File: config.mk
export PLATFORM = sky130hd
export DESIGN_NAME = shot_hit_detector
export DESIGN_NICKNAME = d
export VERILOG_FILES = /design/src/rtl/duck_hunt_pkg.sv /design/src/rtl/coord_window_cmp.sv /design/src/rtl/shot_hit_detector.sv
export SDC_FILE = /design/constraint.sdc
export NUM_CORES = 1
export LEC_CHECK = 0
export CORE_MARGIN = 4
export CORE_UTILIZATION = 55
export CTS_CLUSTER_SIZE = 16
export DETAILED_ROUTE_END_ITERATION = 12
export DONT_BUFFER_PORTS = 1
export MAX_ROUTING_LAYER = met4
export PLACE_DENSITY = 0.68
export SYNTH_ARGS = -nofsm -noshare
export SYNTH_HDL_FRONTEND = slang
export SYNTH_SLANG_ARGS = --single-unit
File: constraint.sdc
create_clock -name clock -period 5.7 [get_ports clock]
set_input_delay 0.57 -clock clock [delete_from_list [all_inputs] [get_ports clock]]
set_output_delay 0.57 -clock clock [all_outputs]
set_load 0.03 [all_outputs]
File: src/rtl/duck_hunt_pkg.sv
// Shared duck-hunt definitions: screen geometry, pixel field widths,
// shot-detector state encoding and the default background colour.
package duck_hunt_pkg;

  localparam int SCREEN_W = 160;
  localparam int SCREEN_H = 120;
  localparam int X_W      = 8;
  localparam int Y_W      = 7;
  localparam int COLOUR_W = 3;

  localparam logic [COLOUR_W-1:0] BG_COLOUR_DEF = 3'b000;

  typedef enum logic [1:0] {
    IDLE   = 2'd0,
    ARMED  = 2'd1,
    SCAN   = 2'd2,
    REPORT = 2'd3
  } shot_state_t;

endpackage

File: src/rtl/coord_window_cmp.sv
// Combinational hit-window test: |x - sx| <= RADIUS and |y - sy| <= RADIUS.
// Differences are one bit wider than the coordinates, so they never wrap.
module coord_window_cmp
  import duck_hunt_pkg::*;
#(
  parameter int RADIUS = 2
) (
  input  logic [X_W-1:0] x,
  input  logic [Y_W-1:0] y,
  input  logic [X_W-1:0] sx,
  input  logic [Y_W-1:0] sy,
  output logic           in_window
);

  localparam logic signed [X_W:0] R_X = (X_W+1)'(RADIUS);
  localparam logic signed [Y_W:0] R_Y = (Y_W+1)'(RADIUS);

  logic signed [X_W:0] dx, dx_abs;
  logic signed [Y_W:0] dy, dy_abs;

  function automatic logic signed [X_W:0] abs_x(input logic signed [X_W:0] v);
    return (v < 0) ? -v : v;
  endfunction

  function automatic logic signed [Y_W:0] abs_y(input logic signed [Y_W:0] v);
    return (v < 0) ? -v : v;
  endfunction

  assign dx        = $signed({1'b0, x}) - $signed({1'b0, sx});
  assign dy        = $signed({1'b0, y}) - $signed({1'b0, sy});
  assign dx_abs    = abs_x(dx);
  assign dy_abs    = abs_y(dy);
  assign in_window = (dx_abs <= R_X) && (dy_abs <= R_Y);

endmodule

File: src/rtl/shot_hit_detector.sv
// Watches one sprite draw pass after a shot request and reports hit or miss;
// keeps a saturating count of hits since reset.
module shot_hit_detector
  import duck_hunt_pkg::*;
#(
  parameter int                   RADIUS    = 2,
  parameter logic [COLOUR_W-1:0]  BG_COLOUR = BG_COLOUR_DEF,
  parameter int unsigned          TIMEOUT   = 1048575
) (
  input  logic                clock,
  input  logic                reset,
  input  logic                trigger,
  input  logic [X_W-1:0]      shot_x,
  input  logic [Y_W-1:0]      shot_y,
  input  logic                pass_start,
  input  logic                pass_end,
  input  logic                plot,
  input  logic [X_W-1:0]      x,
  input  logic [Y_W-1:0]      y,
  input  logic [COLOUR_W-1:0] colour,
  output logic                busy,
  output logic                hit,
  output logic                miss,
  output logic [7:0]          hit_count
);

  localparam logic [19:0] TIMER_MAX = 20'(TIMEOUT);

  shot_state_t    state;
  logic [X_W-1:0] aim_x;
  logic [Y_W-1:0] aim_y;
  logic           hit_flag;
  logic [19:0]    timer;
  logic           in_window;
  logic           pix_hit;
  logic           timed_out;

  function automatic logic [7:0] sat_inc(input logic [7:0] v);
    return (v == 8'hFF) ? v : v + 8'd1;
  endfunction

  coord_window_cmp #(.RADIUS(RADIUS)) u_window (
    .x         (x),
    .y         (y),
    .sx        (aim_x),
    .sy        (aim_y),
    .in_window (in_window)
  );

  assign pix_hit   = plot && (colour != BG_COLOUR) && in_window;
  assign timed_out = (timer == TIMER_MAX);

  // hit/miss are registered on the edge that enters REPORT, so they are
  // visible in the cycle right after pass_end; the pass_end pixel is folded in.
  always_ff @(posedge clock) begin
    if (reset) begin
      state     <= IDLE;
      busy      <= 1'b0;
      hit       <= 1'b0;
      miss      <= 1'b0;
      hit_count <= 8'd0;
      aim_x     <= '0;
      aim_y     <= '0;
      hit_flag  <= 1'b0;
      timer     <= '0;
    end else begin
      hit  <= 1'b0;
      miss <= 1'b0;
      case (state)
        IDLE: begin
          if (trigger) begin
            aim_x    <= shot_x;
            aim_y    <= shot_y;
            hit_flag <= 1'b0;
            timer    <= '0;
            busy     <= 1'b1;
            state    <= ARMED;
          end
        end
        ARMED: begin
          timer <= timer + 20'd1;
          if (timed_out) begin
            miss  <= 1'b1;
            state <= REPORT;
          end else if (pass_start) begin
            if (pass_end) begin
              hit   <= pix_hit;
              miss  <= ~pix_hit;
              if (pix_hit) hit_count <= sat_inc(hit_count);
              state <= REPORT;
            end else begin
              hit_flag <= pix_hit;
              state    <= SCAN;
            end
          end
        end
        SCAN: begin
          timer <= timer + 20'd1;
          if (timed_out) begin
            hit_flag <= 1'b0;
            miss     <= 1'b1;
            state    <= REPORT;
          end else if (pass_end) begin
            hit   <= hit_flag | pix_hit;
            miss  <= ~(hit_flag | pix_hit);
            if (hit_flag | pix_hit) hit_count <= sat_inc(hit_count);
            state <= REPORT;
          end else begin
            hit_flag <= hit_flag | pix_hit;
          end
        end
        REPORT: begin
          busy  <= 1'b0;
          state <= IDLE;
        end
        default: begin
          busy  <= 1'b0;
          state <= IDLE;
        end
      endcase
    end
  end

endmodule

==> impl_metrics.toml <==
[cells_and_area]
area.sequential_um2 = 980.9
synthToLayoutAreaGrowth_pct = 3.531
layout.filler_cells = 561
final_nets = 506
multi_input_combinational_cell_area_mm2 = 0.002282
antenna_cells = 0
post_route_cells_drive_above_1_share_pct = 4.944

[floorplanning]
initial_cell_density_of_the_core_pct = 57.37
floorplan.io_pins = 50
core.rowCount = 28
die-area_mm2 = 0.007578
core_area_mm2 = 0.005991
die_y_um = 87.05
die_x_um = 87.05

[synth]
synth_edf_count = 0
avg_synthesized_cell_area_um2 = 7.604
postSynth.topFlopCell = "sky130_fd_sc_hd__dfxtp_1"
synth_top_cell_area_share_pct = 28.54
synth_area_mm2 = 0.003437
synth_top_family_by_area = "simple AND/OR/NAND/NOR gates"
synthDistinctLibCells = 65
ys_seq_elements = 49
postSynthNetCount = 514
synth_simple_gate_area_share_pct = 26.43
yosysTopAreaCell = "sky130_fd_sc_hd__dfxtp_1"
yosys-top-cells-count = "58 x sky130_fd_sc_hd__nand2_1, 49 x sky130_fd_sc_hd__dfxtp_1, 46 x sky130_fd_sc_hd__nor2_1, 42 x sky130_fd_sc_hd__a21oi_1, 30 x sky130_fd_sc_hd__o21ai_0"
async_reset_ff_share_pct = 0
synthMuxAreaShare_pct = 2.111
synth_seq_area_share_pct = 28.54
synth_fa_ha_area_share_pct = 8.810
netlist_top_cells_area = "sky130_fd_sc_hd__dfxtp_1 29%, sky130_fd_sc_hd__ha_1 7.6%, sky130_fd_sc_hd__nand2_1 6.3%"
synthesis.yosys.warnings = 0
post_synthesis_compound_gate_area_fraction_pct = 23.55
netlist_instances = 452
synth_xor_area_share_pct = 5.497
most_repeated_cell_in_the_gate_level_netlist_after_synthesis = "sky130_fd_sc_hd__nand2_1"

[power]
power_density_mw_per_mm2 = 366.8
power.combinational.fraction_pct = 50.7
ir_drop_v = 0.0003302
power.clock.fraction_pct = 16.9
finalPower_w = 0.001305
leakage_nw = 1.285
p_sw_share_pct = 44.57
share_seq_of_total_power_pct = 32.4
intPower_w = 0.0007234
p_sw_w = 0.0005817

[outcome]
run_status = "finished clean"

[global_route]
global_route.peak_usage_layer = "met2"
vias_in_the_first_global_route = 2840
met1_routing_resource_usage_after_global_routing_pct = 28.65
met2_usage_pct = 33.61
wire_length_of_the_first_global_routing_pass_um = 12880
grt_util_met3_pct = 3.595
largest_net_degree_at_the_start_of_global_routing = 34
antenna_found_initial = 0
congestion_overflow_gr = 0
gr-usage-all-layers_pct = 21.39

[clocking]
numCtsBuffers = 5
cts_root_buf = "sky130_fd_sc_hd__clkbuf_8"
clockBufferDepth = 2
worst_skew_pair_latency_ns = 0.31
h-tree-depth = 2
worst_setup_hold_path_clk_slew_ns = 0.10
cts_hold_buf = 0
post_cts_setup_buffers = 0
cts.repair.resized = 0
cts_sinks = 49
cts_tree = "yes"

[timing]
max_slew_margin_pct = 50.88
final.setup.tns_ns = 0
transition_time_at_the_pin_with_the_least_slew_margin_ns = 0.7350
whs_ns = 0.3204
setup_viols_final = 0
setup_repair_after_global_routing_missed_its_margin = "false"
final_period_minus_worst_setup_slack_ns = 3.705
number_of_max_slew_violations_in_the_final_report = 0
final_min_period_over_clock_period_pct = 64.99
finalHoldViolations = 0
timing.clock.skew_ns = 0.009007
max_clock_freq_ghz = 0.2699

[drt]
totalWireLength_um = 7499
route.antenna.remaining_nets = 0
vias_per_cell = 5.935
dr.first_iter.drc_count = 130
drt_pass1_iterations = 4
vias = 3086
drc = 0
routed_wire_length_per_instance_um = 14.42

[critical_path]
timing.critical_path.slowest_cell_delay_ns = 0.45
critical_path.cell_chain = "ha_1 > inv_1 > fa_1 > a211oi_2 > o21a_1 > mux2_1 > a2111oi_0 > o211a_1 > nor4bb_1 > nor4_4 > a31oi_4 > or4_1 > a21oi_1"
worst_setup_path_start_kind = "register"
critPathRequiredTime_ns = 5.94
critical_path_arrival_ns = 3.94
worstSetupPathType = "register to register"
timing.critical_path.fanout_max = 14
critical_path_endpoint_category = "register"
crit_path_top_delay_cell = "sky130_fd_sc_hd__fa_1"

[placed_design]
gp_congestion = 0.8785
place_hpwl_um = 5601
io_buffers = 0

[hold_path]
worstHoldPathType = "input port to register"

[flow_run]
max-cap-violations = 0
[final cells by class]
type	instances	area share, %
multi-input combinational	360	64.14
sequential	49	27.57
clock inverter	2	0.3868
tap	75	2.637
inverter	28	2.954
clock buffer	6	2.321
[power groups by stage]
| stage | clock network [W] | registers, W | logic [W] |
|---|---|---|---|
| global route | 0.000243 | 0.000428 | 0.000753 |
| detailed placement | 0 | 0.000431 | 0.000652 |
| CTS | 0.000231 | 0.000423 | 0.000656 |
| global placement | 0 | 0.000430 | 0.000646 |
| floorplan | 0 | 0.000424 | 0.000557 |
| finish | 0.000221 | 0.000423 | 0.000661 |
[per-layer routing]
metal	vias to the layer above	routed length, um
met5	-	0
met2	54	3486
met1	1423	3586
met4	0	85
met3	8	341
li1	1601	-
[worst max-delay path: cells and delay by family (launching register included)]
kind / cells / cell delay (ns)
AO/OA/AOI/OAI: 6 / 1.43
AND/OR/NAND/NOR: 3 / 0.89
adder cells (fa/ha/maj): 2 / 0.60
flip-flops: 1 / 0.34
multiplexers: 1 / 0.32
buffers and inverters: 1 / 0.05
[flip-flops by register name (all words and copies together), names as in the netlist]
name	flops
state	2
busy	1
aim_y	7
hit_flag	1
aim_x	8
hit	1
hit_count	8
miss	1
timer	20
[cells by family after synthesis]
| group | Yosys count |
|---|---|
| buffers and inverters | 43 |
| AOI/OAI and AO/OA | 124 |
| DFF | 49 |
| adders and majority gates | 23 |
| and+or+nand+nor | 186 |
| muxes | 7 |
| xor gates and xnor gates | 20 |
[worst paths after layout]
check / slack [ns] / from / cells after the start / endpoint
worst min-delay path: 0.32 / reset / 1 / hit_flag$_SDFFE_PP0P_
worst min register to register: 0.45 / aim_x[4]$_SDFFE_PP0P_ / 2 / aim_x[4]$_SDFFE_PP0P_
worst max register to register: 2.00 / aim_x[0]$_SDFFE_PP0P_ / 13 / hit_count[6]$_SDFFE_PP0P_
worst max-delay path: 2.00 / aim_x[0]$_SDFFE_PP0P_ / 13 / hit_count[6]$_SDFFE_PP0P_
[cell usage in the layout (no fill, tap or decap), types with 3 or more instances in the layout]
cell,count
sky130_fd_sc_hd__nand2b_1,5
sky130_fd_sc_hd__nor3_1,11
sky130_fd_sc_hd__a31oi_1,5
sky130_fd_sc_hd__nand3_1,19
sky130_fd_sc_hd__nor2_1,46
sky130_fd_sc_hd__nand4_1,8
sky130_fd_sc_hd__or3_1,10
sky130_fd_sc_hd__nand2_1,58
sky130_fd_sc_hd__o221ai_1,3
sky130_fd_sc_hd__or2_2,3
sky130_fd_sc_hd__and2_1,3
sky130_fd_sc_hd__o211ai_1,3
sky130_fd_sc_hd__mux2i_1,5
sky130_fd_sc_hd__clkbuf_8,6
sky130_fd_sc_hd__nand4b_1,3
sky130_fd_sc_hd__and3_1,3
sky130_fd_sc_hd__xnor2_1,8
sky130_fd_sc_hd__o22ai_1,4
sky130_fd_sc_hd__a21o_1,5
sky130_fd_sc_hd__dfxtp_1,49
sky130_fd_sc_hd__a211oi_1,3
sky130_fd_sc_hd__nor2b_1,3
sky130_fd_sc_hd__ha_1,21
sky130_fd_sc_hd__a21oi_1,42
sky130_fd_sc_hd__inv_1,28
sky130_fd_sc_hd__xor2_1,11
sky130_fd_sc_hd__or4_1,3
sky130_fd_sc_hd__and4_1,3
sky130_fd_sc_hd__o21ai_0,30
[per-stage QoR]
step           std cells  util, %  setup slack (ns)  area, um2
2_1_floorplan        452        -             2.074       3437
3_3_place_gp         512    57.79             1.829       3462
3_5_place_dp         512    57.79             1.763       3462
4_1_cts              520    59.40             2.004       3558
5_1_grt              520    59.40             1.649       3558
6_report             520    59.40             1.995       3558
No activity file was read; power rests on OpenSTA's default activity.
==> RTL change 1: new RTL, same settings <==
Set the package constant `X_W` to 10 (it was 8).
--- a/src/rtl/duck_hunt_pkg.sv
+++ b/src/rtl/duck_hunt_pkg.sv
@@ -4,7 +4,7 @@
 
   localparam int SCREEN_W = 160;
   localparam int SCREEN_H = 120;
-  localparam int X_W      = 8;
+  localparam int X_W      = 10;
   localparam int Y_W      = 7;
   localparam int COLOUR_W = 3;
 
Ports: changed (resized shot_x and x); port bits go from 50 to 54. No check against the original RTL was run, so the function may have changed too.
==> RTL change 1 against the original RTL <==
- cell count rose by 4.4%
- setup slack got worse by 0.74 ns
- die area rose by 6.3%
- first-iteration DRC count fell by 24%
- critical path depth rose by 1
- sequential power rose by 4%
- wire length rose by 6.7%
- clock power fell by 6%
- synthesized area rose by 6.9%
- cell area rose by 5.2%
- sequential cell count rose by 2
- total power rose by 2.0%
==> RTL change 1: results (changes against the original RTL) <==
INFO  metric run_status = complete, no violations
INFO  metric wire_length_of_the_first_global_routing_pass = 13700 microns (+6.0%)
INFO  metric power_density = 356 nW/um^2 (-3.0%)
INFO  metric filler_cell_count = 619 (+10%)
INFO  metric pg_clk = 0.000208 W (-6%)
INFO  metric fraction_of_layout_instances_using_a_drive_strength_above_1 = 5.58% (+0.64 points)
INFO  metric worst_path_max_delay_cell = sky130_fd_sc_hd__a21oi_1
INFO  metric distinct_cell_type_count_of_the_synthesized_netlist = 69 (+6.2%)
INFO  metric finClkSkew = 0.0112 ns (+0.00223 ns)
INFO  metric dp_slack = 1.01 ns (-0.751 ns)
INFO  metric viasPerCell = 5.97 (+0.57%)
INFO  metric vdd_drop_max = 260 uV (-21%)
INFO  metric cts.repair_timing.setup_buffer_count = 0 (unchanged)
INFO  metric grt_pass1_vias = 3017 (+6.2%)
INFO  metric rrSetupSlack = 1.25 ns (-0.74 ns)
INFO  metric slew_headroom = 21.8% (-29 points)
INFO  metric synth.area.top_cells = sky130_fd_sc_hd__dfxtp_1 28%, sky130_fd_sc_hd__ha_1 7.8%, sky130_fd_sc_hd__nand2_1 6.9%, sky130_fd_sc_hd__a21oi_1 6.1%, sky130_fd_sc_hd__xor2_1 5.0%
INFO  metric worst_path_largest_cell_delay = 0.60 ns (+0.15 ns)
INFO  metric routability_congestion_estimate_from_global_placement = 0.912 (+3.8%)
INFO  metric design.final.nets = 533 (+5.3%)
INFO  metric crit_fanout = 12 (-2)
INFO  metric sequential_fraction_of_the_synthesis_area = 27.8% (-0.76 points)
INFO  metric clock_latency = 0.31 ns (about the same)
INFO  metric wl = 8000 microns (+6.7%)
INFO  metric instances_no_fill = 543 (+4.4%)
INFO  metric dpl.hpwl = 6100 microns (+8.9%)
INFO  metric cell_internal_pwr = 0.000740 W (+2.3%)
INFO  metric power_sequential = 0.000442 W (+4%)
INFO  metric yosys_warnings = 0 (unchanged)
INFO  metric gr-usage-all-layers = 20.3% (-1.1 points)
INFO  metric worstPathArrival = 4.64 ns (+0.70 ns)
INFO  metric syn-mean-instance-area = 7.72 sq um (+1.5%)
INFO  metric registers_with_the_highest_flip_flop_counts = timer: 20 flops, aim_x: 10 flops, hit_count: 8 flops
INFO  metric detail_route.iter0.violations = 99 (-24%)
INFO  metric min_period_over_period = 78.0% (+13 points)
INFO  metric p_leak = 1.40 nW (+9.3%)
INFO  metric critical-path-top-delay-family = compound AO/OA/AOI/OAI gates
INFO  metric synthTopCellsByCount = 68 x sky130_fd_sc_hd__nand2_1, 51 x sky130_fd_sc_hd__dfxtp_1, 45 x sky130_fd_sc_hd__a21oi_1, 41 x sky130_fd_sc_hd__nor2_1, 27 x sky130_fd_sc_hd__inv_1
## RTL change 1: cell count changes after synthesis, sizes merged, moves of 5 or more
cell    unedited run  this run
nand2             58        68
xor2              11        21
o21ai             30        21
nand3             19        12
a21o               5        11
nor2              46        41
nor2b              3         8
o211ai             3         8
## RTL change 1: path summary, 6_finish.rpt
check,start,to,cells after the start
max,aim_x[0],hit_count[6],14
max reg2reg,aim_x[0],hit_count[6],14
min,reset,aim_y[6],1
min reg2reg,aim_x[1],aim_x[1],2
## RTL change 1: stage by stage
stage / utilization, % / hold WS (ns) / area [sq um]
2_1_floorplan: - / 0.434 / 3670
3_3_place_gp: 56.9 / 0.438 / 3650
3_5_place_dp: 56.9 / 0.441 / 3650
4_1_cts: 58.3 / 0.310 / 3740
5_1_grt: 58.3 / 0.297 / 3740
6_report: 58.3 / 0.326 / 3740
## RTL change 1: cell type report
type,instances,area (sq um),area share [%]
multi-input combinational,380,2440,65.1
sequential,51,1020,27.3
inverter,27,101,2.71
tap,77,96.3,2.57
clock buffer,5,68.8,1.84
clock inverter,3,20.0,0.535
## RTL change 1: routing by layer
layer  routed length [microns]  up-vias  GRT usage (%)
met2                      3690       58           33.1
met5                         0        -              -
met3                       311        5           3.76
met1                      3940     1502           26.6
met4                        65        0           4.34
li1                          -     1676              -
## RTL change 1: cell families after synthesis
group,Yosys count,share of synthesized area (%)
AND/OR/NAND/NOR,189,25.2
AO/OA/AOI/OAI,128,22.7
flip-flops,51,27.8
buffers and inverters,45,5.92
XOR/XNOR,30,7.15
adder cells (fa/ha/maj),25,8.92
multiplexers,8,2.25
==> RTL change 2: new RTL, same flow settings <==
Without the edit above. Encoding of `shot_state_t`: now one-hot (4 bits for 4 states).
--- a/src/rtl/duck_hunt_pkg.sv
+++ b/src/rtl/duck_hunt_pkg.sv
@@ -10,11 +10,11 @@
 
   localparam logic [COLOUR_W-1:0] BG_COLOUR_DEF = 3'b000;
 
-  typedef enum logic [1:0] {
-    IDLE   = 2'd0,
-    ARMED  = 2'd1,
-    SCAN   = 2'd2,
-    REPORT = 2'd3
+  typedef enum logic [3:0] {
+    IDLE   = 4'b0001,
+    ARMED  = 4'b0010,
+    SCAN   = 4'b0100,
+    REPORT = 4'b1000
   } shot_state_t;
 
 endpackage
Formal check against the unedited RTL: same outputs for any inputs over 4 cycles, from zero or initial values and one cycle with reset high; so few cycles prove little.
==> RTL change 2 against the original RTL <==
- die area increased by 5.2%
- sequential cell count increased by 2
- critical endpoint is now hit_count[2]
- sequential share of layout area decreased by 0.28 points
- setup slack improved by 0.41 ns
- hold slack improved by 0.011 ns
- synthesized area increased by 5.7%
- wire length increased by 2.8%
- cell area increased by 5.1%
- first-iteration DRC count decreased by 6.9%
- utilization decreased by 0.82 points
Power is not compared: it rests on default switching activity, and its combinational part moved more than twofold at a synthesized area within 25%.
==> RTL change 2: results (changes against the original RTL) <==
INFO  metric finalSetupViolations = 0 (unchanged)
INFO  metric max_slew.worst_pin.slew = 0.839 ns (+0.104 ns)
INFO  metric synthCells = 474 (+4.9%)
INFO  metric cts.repair_timing.setup_buffer_count = 0 (unchanged)
INFO  metric viasPerCell = 5.86 (-1.2%)
INFO  metric worstHoldPathType = in -> reg
INFO  metric crit_fanout = 7 (-7)
INFO  metric detail_route.iter0.violations = 121 (-6.9%)
INFO  metric worst_path_largest_cell_delay = 0.42 ns (-0.03 ns)
INFO  metric dpl.hpwl = 5840 microns (+4.3%)
INFO  metric grt_pass1_vias = 2918 (+2.7%)
INFO  metric sequential_fraction_of_the_synthesis_area = 28.1% (-0.44 points)
INFO  metric fraction_of_layout_instances_using_a_drive_strength_above_1 = 6.28% (+1.3 points)
INFO  metric routed_wl_per_cell = 14.3 microns (-0.86%)
INFO  metric synth.area.top_cells = sky130_fd_sc_hd__dfxtp_1 28%, sky130_fd_sc_hd__nand2_1 6.2%, sky130_fd_sc_hd__ha_1 5.9%, sky130_fd_sc_hd__a21oi_1 5.2%, sky130_fd_sc_hd__nor2_1 5.1%
INFO  metric vdd_drop_max = between 150 and 200 uV
INFO  metric synth_top_flop_cell = sky130_fd_sc_hd__dfxtp_1
INFO  metric wire_length_of_the_first_global_routing_pass = 12700 microns (-1.4%)
INFO  metric distinct_cell_type_count_of_the_synthesized_netlist = 71 (+9.2%)
INFO  metric synthTopCellsByCount = 60 x sky130_fd_sc_hd__nand2_1, 51 x sky130_fd_sc_hd__dfxtp_1, 49 x sky130_fd_sc_hd__nor2_1, 38 x sky130_fd_sc_hd__a21oi_1, 26 x sky130_fd_sc_hd__inv_1
INFO  metric netlist.area_leader.share = 28.1% (-0.44 points)
INFO  metric firstDrtPassIters = 4 (unchanged)
INFO  metric critical-path-top-delay-family = compound AO/OA/AOI/OAI gates
INFO  metric routability_congestion_estimate_from_global_placement = 0.817 (-7.0%)
INFO  metric worstPathArrival = 3.50 ns (-0.44 ns)
INFO  metric run_status = complete, no violations
INFO  metric cts_buffers = 5 (unchanged)
INFO  metric p_leak = 1.36 nW
INFO  metric postSynth.asyncResetShare = 0% (unchanged)
INFO  metric detailroute.via_count = 3159 (+2.4%)
INFO  metric gr-usage-all-layers = 20.3% (-1.1 points)
INFO  metric post_cts.resized_instances = 0 (unchanged)
INFO  metric post_synthesis_net_count = 532 (+3.5%)
INFO  metric cts-root-to-sink-buffers = 2 (unchanged)
INFO  metric pin_count_of_the_biggest_net_entering_global_routing = 41 (+21%)
INFO  metric antennaDiodeCount = 0 (unchanged)
INFO  metric clkSlewWorstSetupHoldPaths = 0.10 ns (about the same)
INFO  metric netlist_area = 3630 sq um (+5.7%)
INFO  metric yosys_warnings = 0 (unchanged)
INFO  metric finClkSkew = 0.00985 ns (+0.000841 ns)
INFO  metric design.final.nets = 519 (+2.6%)
## RTL change 2: cell count changes after synthesis, sizes merged, moves of 5 or more
cell    change
and3        +5
mux2        +7
nand2b      +6
nand3       -7
nor2b      +10
nor4b       +5
o21ai       -6
## RTL change 2: path summary, 6_finish.rpt
kind             from      endpoint  slack (ns)  depth (start not counted)
min reg2reg  aim_y[4]      aim_y[4]        0.45                          2
max          aim_x[0]  hit_count[2]        2.40                         12
min             reset      timer[1]        0.33                          1
max reg2reg  aim_x[0]  hit_count[2]        2.40                         12
## RTL change 2: area by class of cell
class	instances	area (sq um)
fillers	606	2650
multi-input cells	377	2430
flip-flops and latches	51	1020
inverters	26	97.6
well taps	77	96.3
clock buffers	6	82.6
clock inverters	2	16.3
## RTL change 2: worst reg2reg max path, delay by kind of cell (launching register included)
kind | cells | cell delay, ns
buffers and inverters | 1 | 0.05
AOI/OAI and AO/OA | 3 | 0.76
and+or+nand+nor | 3 | 0.74
muxes | 2 | 0.42
adders and majority gates | 2 | 0.58
DFF | 1 | 0.35
xor gates and xnor gates | 1 | 0.28
## RTL change 2: stage by stage
| step | worst slack, ns | power [W] |
|---|---|---|
| floorplan | 2.41 | 0.000629 |
| CTS | 2.45 | 0.000896 |
| detailed placement | 2.18 | 0.000673 |
| finish | 2.40 | 0.000888 |
| global route | 2.12 | 0.000947 |
| global placement | 2.29 | 0.000667 |
## RTL change 2: logic make-up after synthesis
kind of cell    share of synthesized area, %
flops                                   28.1
compound gates                          19.9
buf+inv                                 5.10
fa+ha+maj                               6.96
mux                                     3.82
xor+xnor                                5.51
simple gates                            30.6
## RTL change 2: layer usage
metal | track usage, % | routed length, microns | share of wire (%)
met3 | 4.52 | 373 | 4.8
met4 | 3.52 | 114 | 1.5
met5 | - | 0 | 0
met2 | 34.8 | 3600 | 47
met1 | 24.8 | 3620 | 47
## RTL change 2: power groups by stage
stage               clock network [W]  registers, W  logic, W
finish                       0.000222      0.000381  0.000285
global route                 0.000246      0.000383  0.000318
CTS                          0.000231      0.000381  0.000285
detailed placement                  0      0.000389  0.000283
global placement                    0      0.000388  0.000278
floorplan                           0      0.000386  0.000243
